`src/rtl/mnist_frame_loader.sv`:
```
// mnist_frame_loader: streams a grayscale frame in, binarises it into the
// model image, starts the model, waits for its result and returns the digit
// plus an error flag over a valid/ready result handshake.
module mnist_frame_loader #(
  parameter int unsigned NUM_PIXELS = 784,
  parameter int unsigned PIX_W      = 8,
  parameter int unsigned THRESH     = 128,
  parameter int unsigned TIMEOUT    = 65535
) (
  input  logic                  clk,
  input  logic                  rst,
  input  logic [PIX_W-1:0]      pix_data,
  input  logic                  pix_valid,
  input  logic                  pix_last,
  output logic                  pix_ready,
  output logic [NUM_PIXELS-1:0] image_out,
  output logic                  model_start,
  input  logic [3:0]            model_digit,
  input  logic                  model_valid,
  output logic [3:0]            res_digit,
  output logic                  res_error,
  output logic                  res_valid,
  input  logic                  res_ready,
  output logic                  busy
);

  localparam int unsigned CNT_W = (NUM_PIXELS > 1) ? $clog2(NUM_PIXELS + 1) : 1;
  localparam int unsigned TO_W  = 16;
  localparam int unsigned DIG_W = 4;

  localparam logic [CNT_W-1:0] LAST_IDX  = CNT_W'(NUM_PIXELS - 1);
  localparam logic [TO_W-1:0]  TO_LAST   = TO_W'(TIMEOUT - 1);
  localparam logic [PIX_W-1:0] THRESH_V  = PIX_W'(THRESH);
  localparam logic [DIG_W-1:0] DIG_ABORT = DIG_W'(15);
  localparam logic [DIG_W-1:0] DIG_MAX   = DIG_W'(9);

  localparam logic [2:0] S_LOAD    = 3'd0;
  localparam logic [2:0] S_START   = 3'd1;
  localparam logic [2:0] S_WAIT    = 3'd2;
  localparam logic [2:0] S_RESULT  = 3'd3;
  localparam logic [2:0] S_DISCARD = 3'd4;

  logic [2:0]       state;
  logic [2:0]       state_n;
  logic [CNT_W-1:0] pix_cnt;
  logic [TO_W-1:0]  to_cnt;
  logic             valid_q;

  logic             pix_ready_n;
  logic             busy_n;
  logic             model_start_n;
  logic             res_valid_n;
  logic [DIG_W-1:0] res_digit_n;
  logic             res_error_n;

  logic             beat_c;
  logic             at_last_c;
  logic             done_c;
  logic             timeout_c;
  logic             pix_bit_c;
  logic [CNT_W-1:0] bit_idx_c;
  logic             res_take_c;

  // Handshake and datapath decode shared by the FSM and the datapath registers.
  assign beat_c     = pix_valid && pix_ready;
  assign at_last_c  = (pix_cnt == LAST_IDX);
  assign done_c     = model_valid && !valid_q;
  assign timeout_c  = (to_cnt == TO_LAST);
  assign pix_bit_c  = (pix_data >= THRESH_V);
  assign bit_idx_c  = LAST_IDX - pix_cnt;
  assign res_take_c = res_valid && res_ready;

  // Next-state and next-output decode.
  always_comb begin
    state_n     = state;
    res_digit_n = res_digit;
    res_error_n = res_error;

    case (state)
      S_LOAD: begin
        if (beat_c) begin
          if (pix_last) begin
            if (at_last_c) begin
              state_n = S_START;
            end else begin
              // Short frame: report it without starting the model.
              state_n     = S_RESULT;
              res_digit_n = DIG_ABORT;
              res_error_n = 1'b1;
            end
          end else if (at_last_c) begin
            // Long frame: swallow the remainder up to pix_last.
            state_n = S_DISCARD;
          end
        end
      end

      S_DISCARD: begin
        if (beat_c && pix_last) begin
          state_n     = S_RESULT;
          res_digit_n = DIG_ABORT;
          res_error_n = 1'b1;
        end
      end

      S_START: begin
        state_n = S_WAIT;
      end

      S_WAIT: begin
        // A completion edge takes priority over a coincident timeout.
        if (done_c) begin
          state_n     = S_RESULT;
          res_digit_n = model_digit;
          res_error_n = (model_digit > DIG_MAX);
        end else if (timeout_c) begin
          state_n     = S_RESULT;
          res_digit_n = DIG_ABORT;
          res_error_n = 1'b1;
        end
      end

      S_RESULT: begin
        if (res_take_c) begin
          state_n = S_LOAD;
        end
      end

      default: begin
        state_n = S_LOAD;
      end
    endcase

    pix_ready_n   = (state_n == S_LOAD) || (state_n == S_DISCARD);
    busy_n        = (state_n != S_LOAD);
    model_start_n = (state_n == S_START);
    res_valid_n   = (state_n == S_RESULT);
  end

  // State register and registered control/result outputs.
  always_ff @(posedge clk) begin
    if (rst) begin
      state       <= S_LOAD;
      pix_ready   <= 1'b1;
      busy        <= 1'b0;
      model_start <= 1'b0;
      res_valid   <= 1'b0;
      res_digit   <= '0;
      res_error   <= 1'b0;
    end else begin
      state       <= state_n;
      pix_ready   <= pix_ready_n;
      busy        <= busy_n;
      model_start <= model_start_n;
      res_valid   <= res_valid_n;
      res_digit   <= res_digit_n;
      res_error   <= res_error_n;
    end
  end

  // Image assembly: pixel k lands at bit NUM_PIXELS-1-k, only in LOAD.
  always_ff @(posedge clk) begin
    if (rst) begin
      image_out <= '0;
    end else if ((state == S_LOAD) && beat_c) begin
      image_out[bit_idx_c] <= pix_bit_c;
    end
  end

  // Pixel counter: advances per LOAD beat, rewinds when the result is taken.
  always_ff @(posedge clk) begin
    if (rst) begin
      pix_cnt <= '0;
    end else if ((state == S_RESULT) && res_take_c) begin
      pix_cnt <= '0;
    end else if ((state == S_LOAD) && beat_c) begin
      pix_cnt <= pix_cnt + CNT_W'(1);
    end
  end

  // WAIT timeout counter: cleared in START so it reads zero on WAIT entry.
  always_ff @(posedge clk) begin
    if (rst) begin
      to_cnt <= '0;
    end else if (state == S_START) begin
      to_cnt <= '0;
    end else if (state == S_WAIT) begin
      to_cnt <= to_cnt + TO_W'(1);
    end
  end

  // Model valid history, tracked in every state so a stale level is no edge.
  always_ff @(posedge clk) begin
    if (rst) begin
      valid_q <= 1'b0;
    end else begin
      valid_q <= model_valid;
    end
  end

endmodule

```
`config.mk`:
```
export PLATFORM = sky130hd
export DESIGN_NAME = mnist_frame_loader
export DESIGN_NICKNAME = d
export VERILOG_FILES = /design/src/rtl/mnist_frame_loader.sv
export SDC_FILE = /design/constraint.sdc
export NUM_CORES = 2
export LEC_CHECK = 0
export ABC_AREA = 1
export CAP_MARGIN = 40
export CELL_PAD_IN_SITES_DETAIL_PLACEMENT = 1
export CELL_PAD_IN_SITES_GLOBAL_PLACEMENT = 1
export CORE_MARGIN = 4
export CORE_UTILIZATION = 32
export DETAILED_ROUTE_END_ITERATION = 8
export GPL_TIMING_DRIVEN = 1
export PLACE_DENSITY = 0.84
export SETUP_SLACK_MARGIN = 0.1
export SLEW_MARGIN = 20
export SYNTH_ARGS = -nofsm -noshare
export SYNTH_HDL_FRONTEND = slang
export SYNTH_SLANG_ARGS = --single-unit
```
`constraint.sdc`:
```
create_clock -name clk -period 2.4 [get_ports clk]
set_input_delay 0.48 -clock clk [delete_from_list [all_inputs] [get_ports clk]]
set_output_delay 0.48 -clock clk [all_outputs]
set_load 0.01 [all_outputs]
```
==> results.tsv <==
metric	value	unit
syn avg cell area	6.58	um2
Worst Setup End Kind	primary output	
Seq cells post-synth	823	
overall routing resource usage	30.2	%
initial antenna violation count	2	
routability cong.	0.838	
Starting Density	32.2	%
Root Driver	clkbuf_16	
FILL cells	14410	
relative slew slack	63.2	%
layout cells sized above 1	8.74	%
Register Area	16500	um2
Cell Chain, Critical Path	clkdlybuf4s50_1	
clk_skew	0.0235	ns
die area	122000	um2
hold slack	0.432	ns
DRC viols	0	
Pleak	19.3	nW
drt wl/cell	24.3	um
Ant. Diodes	0	
Area growth, synth to finish	41.7	%
syn_nets	5717	
worst-margin pin slew	0.551	ns
Final min period	2.22	ns
row cnt	125	
peak supply drop	0.487	mV
DRT antenna net count	0	
Synth Warn #	0	
vias in the first global route	44522	
CTS Buf Count	93	
CTS max path bufs	3	
area taken by multi-input logic gates	18400	um2
Slowest-stage cell, CP	clkdlybuf4s50_1	
nets@finish	6396	
Max Cap Viol	0	
fmax	450	MHz
hold path startpoint	model_valid	
Final Hold Vio Count	0	
critical path launch point	image_out[150]	
TritonCTS clock tree	yes	
1st-iter DRT viols	3558	
DR pass1 iterations	5	
vias per cell	5.55	
Critical Path RT	1.92	ns
CP Data Arrival Time	1.74	ns
Setup violations, final	0	
CP Max Fanout	2	
Die H	350	um
dpl cell area	49400	um2
core area	116000	um2
I/O Buffers	803	
# IOs	811	
Setup Crit Path Kind	reg2out	
routed vias	44258	
final setup TNS	0	ns
Clock Latency Late Sink	0.66	ns
clk sinks	823	
cell count after synthesis	5691	
slowest stage delay, CP	0.61	ns
Reg clk slew, reported paths	0.06	ns
Critical R2R Launch	pix_cnt[6]	
CP bufs+invs	1	
RSZ-0062 raised after global routing	true	
GR Overflow Total	0	
Critical Path Start Type	register	
CP top delay family	buffers and inverters	
Final period util	92.6	%
Pwr per Cell Area	571	nW/um2
Pins Over Slew Limit	0	
status	completed	
final setup margin	0.177	ns
Mapped Area	37400	um2
Post-Place Setup Slack	-0.150	ns
register area share after synthesis	44.0	%
first-pass GRT wire length	283	mm
Post-Route WL	193	mm
largest net degree at the start of global routing	87	
Post-DP HPWL	127	mm
Hold Path Class	in2reg	
synth unique cells	33	
die width	350	um
htree depth	3	
post-route cell area	53000	um2
==> layout by cell type, fill, tap and decap left out, drive strengths merged, types with 18 or more instances in the layout <==
master	netlist	routed
clkbuf	259	143
nand4	734	734
nand3	90	90
inv	152	155
buf	284	317
nor2	2279	2279
clkinv	2	18
a21oi	55	55
clkdlybuf4s50	0	803
nand2	929	929
dfxtp	823	823
nor3	31	31
==> final timing paths <==
path / endpoint / slack [ns] / depth (start not counted)
setup / recovery: image_out[150] / 0.18 / 1
hold / removal: valid_q / 0.43 / 3
setup reg to reg: image_out[242] / 0.20 / 12
hold reg to reg: res_error / 0.47 / 2
==> sequential cells by signal (all words and copies together) (netlist names) <==
name,count
image_out,784
to_cnt,16
pix_cnt,10
res_digit,4
state,3
busy,1
model_start,1
pix_ready,1
res_error,1
res_valid,1
valid_q,1
==> area by class of cell <==
| class | count | share of cell area, % |
|---|---|---|
| clock buffer | 143 | 5.18 |
| tap | 1524 | 3.60 |
| sequential | 823 | 31.1 |
| timing repair buffer | 1127 | 23.8 |
| inverter | 154 | 1.12 |
| multi-input combinational | 4171 | 34.7 |
| clock inverter | 26 | 0.533 |
==> worst register-to-register path, stage by stage, from the launching register on <==
cell and delay, ns:
dfxtp_2 0.39, nor2_2 0.14, nand3_2 0.12, nand2_1 0.13, nand2_1 0.15, nand2_4 0.15
buf_4 0.21, nand4_1 0.14, buf_6 0.18, bufbuf_16 0.31, nor2_1 0.11, nor2_1 0.05
nor2_1 0.09
==> cell usage after synthesis (all sizes together) <==
library cell,instances,area [um2]
o21a,1,7.51
nand4,734,4590
inv,152,571
nand3,90,450
a21oi,55,275
o21ai,13,65.1
a31oi,1,6.26
xor2,3,26.3
clkbuf,259,972
dfxtp,823,16500
a211oi,1,7.51
nand2,929,3510
xnor2,2,25.0
nor2,2279,8700
nor3,31,166
and2,1,6.26
o21bai,16,120
or2,1,6.26
ha,8,100
clkinv,2,7.51
buf,284,1290
nand3b,1,7.51
nor3b,5,37.5
==> metrics by stage <==
stage,power [mW],utilization [%],cells
floorplan,15.2,-,5691
global placement,16.0,42.5,7771
detailed placement,16.0,42.5,7771
CTS,30.4,45.6,7967
global route,31.2,45.6,7968
finish,30.3,45.6,7968
==> power by group <==
group,internal [mW],switching (mW)
registers,13.7,0.0755
clock network,8.31,6.18
logic,0.635,1.34
total,22.7,7.60
==> routing by layer <==
layer	share of wire (%)	track usage (%)	routed length (um)
met1	41	38.8	79200
met3	9.3	6.36	18000
met4	5.5	15.7	10700
met5	0	0	0
met2	44	47.7	85500
==> cell families after synthesis <==
logic type / Yosys count / share of synthesized area, %
and+or+nand+nor: 4071 / 46.7
DFF: 823 / 44.0
adders and majority gates: 8 / 0.267
AOI/OAI and AO/OA: 87 / 1.29
buffers and inverters: 697 / 7.59
xor gates and xnor gates: 5 / 0.137
==> what timing repair did <==
item | CTS | global route
pin swaps | 11 | 2
resized for setup | 28 | 18
hold buffers | 0 | 0
setup buffers | 20 | 0
gates cloned | 7 | 0
setup endpoints to repair | 747 | 570
Power figures use the tool's default switching activity.
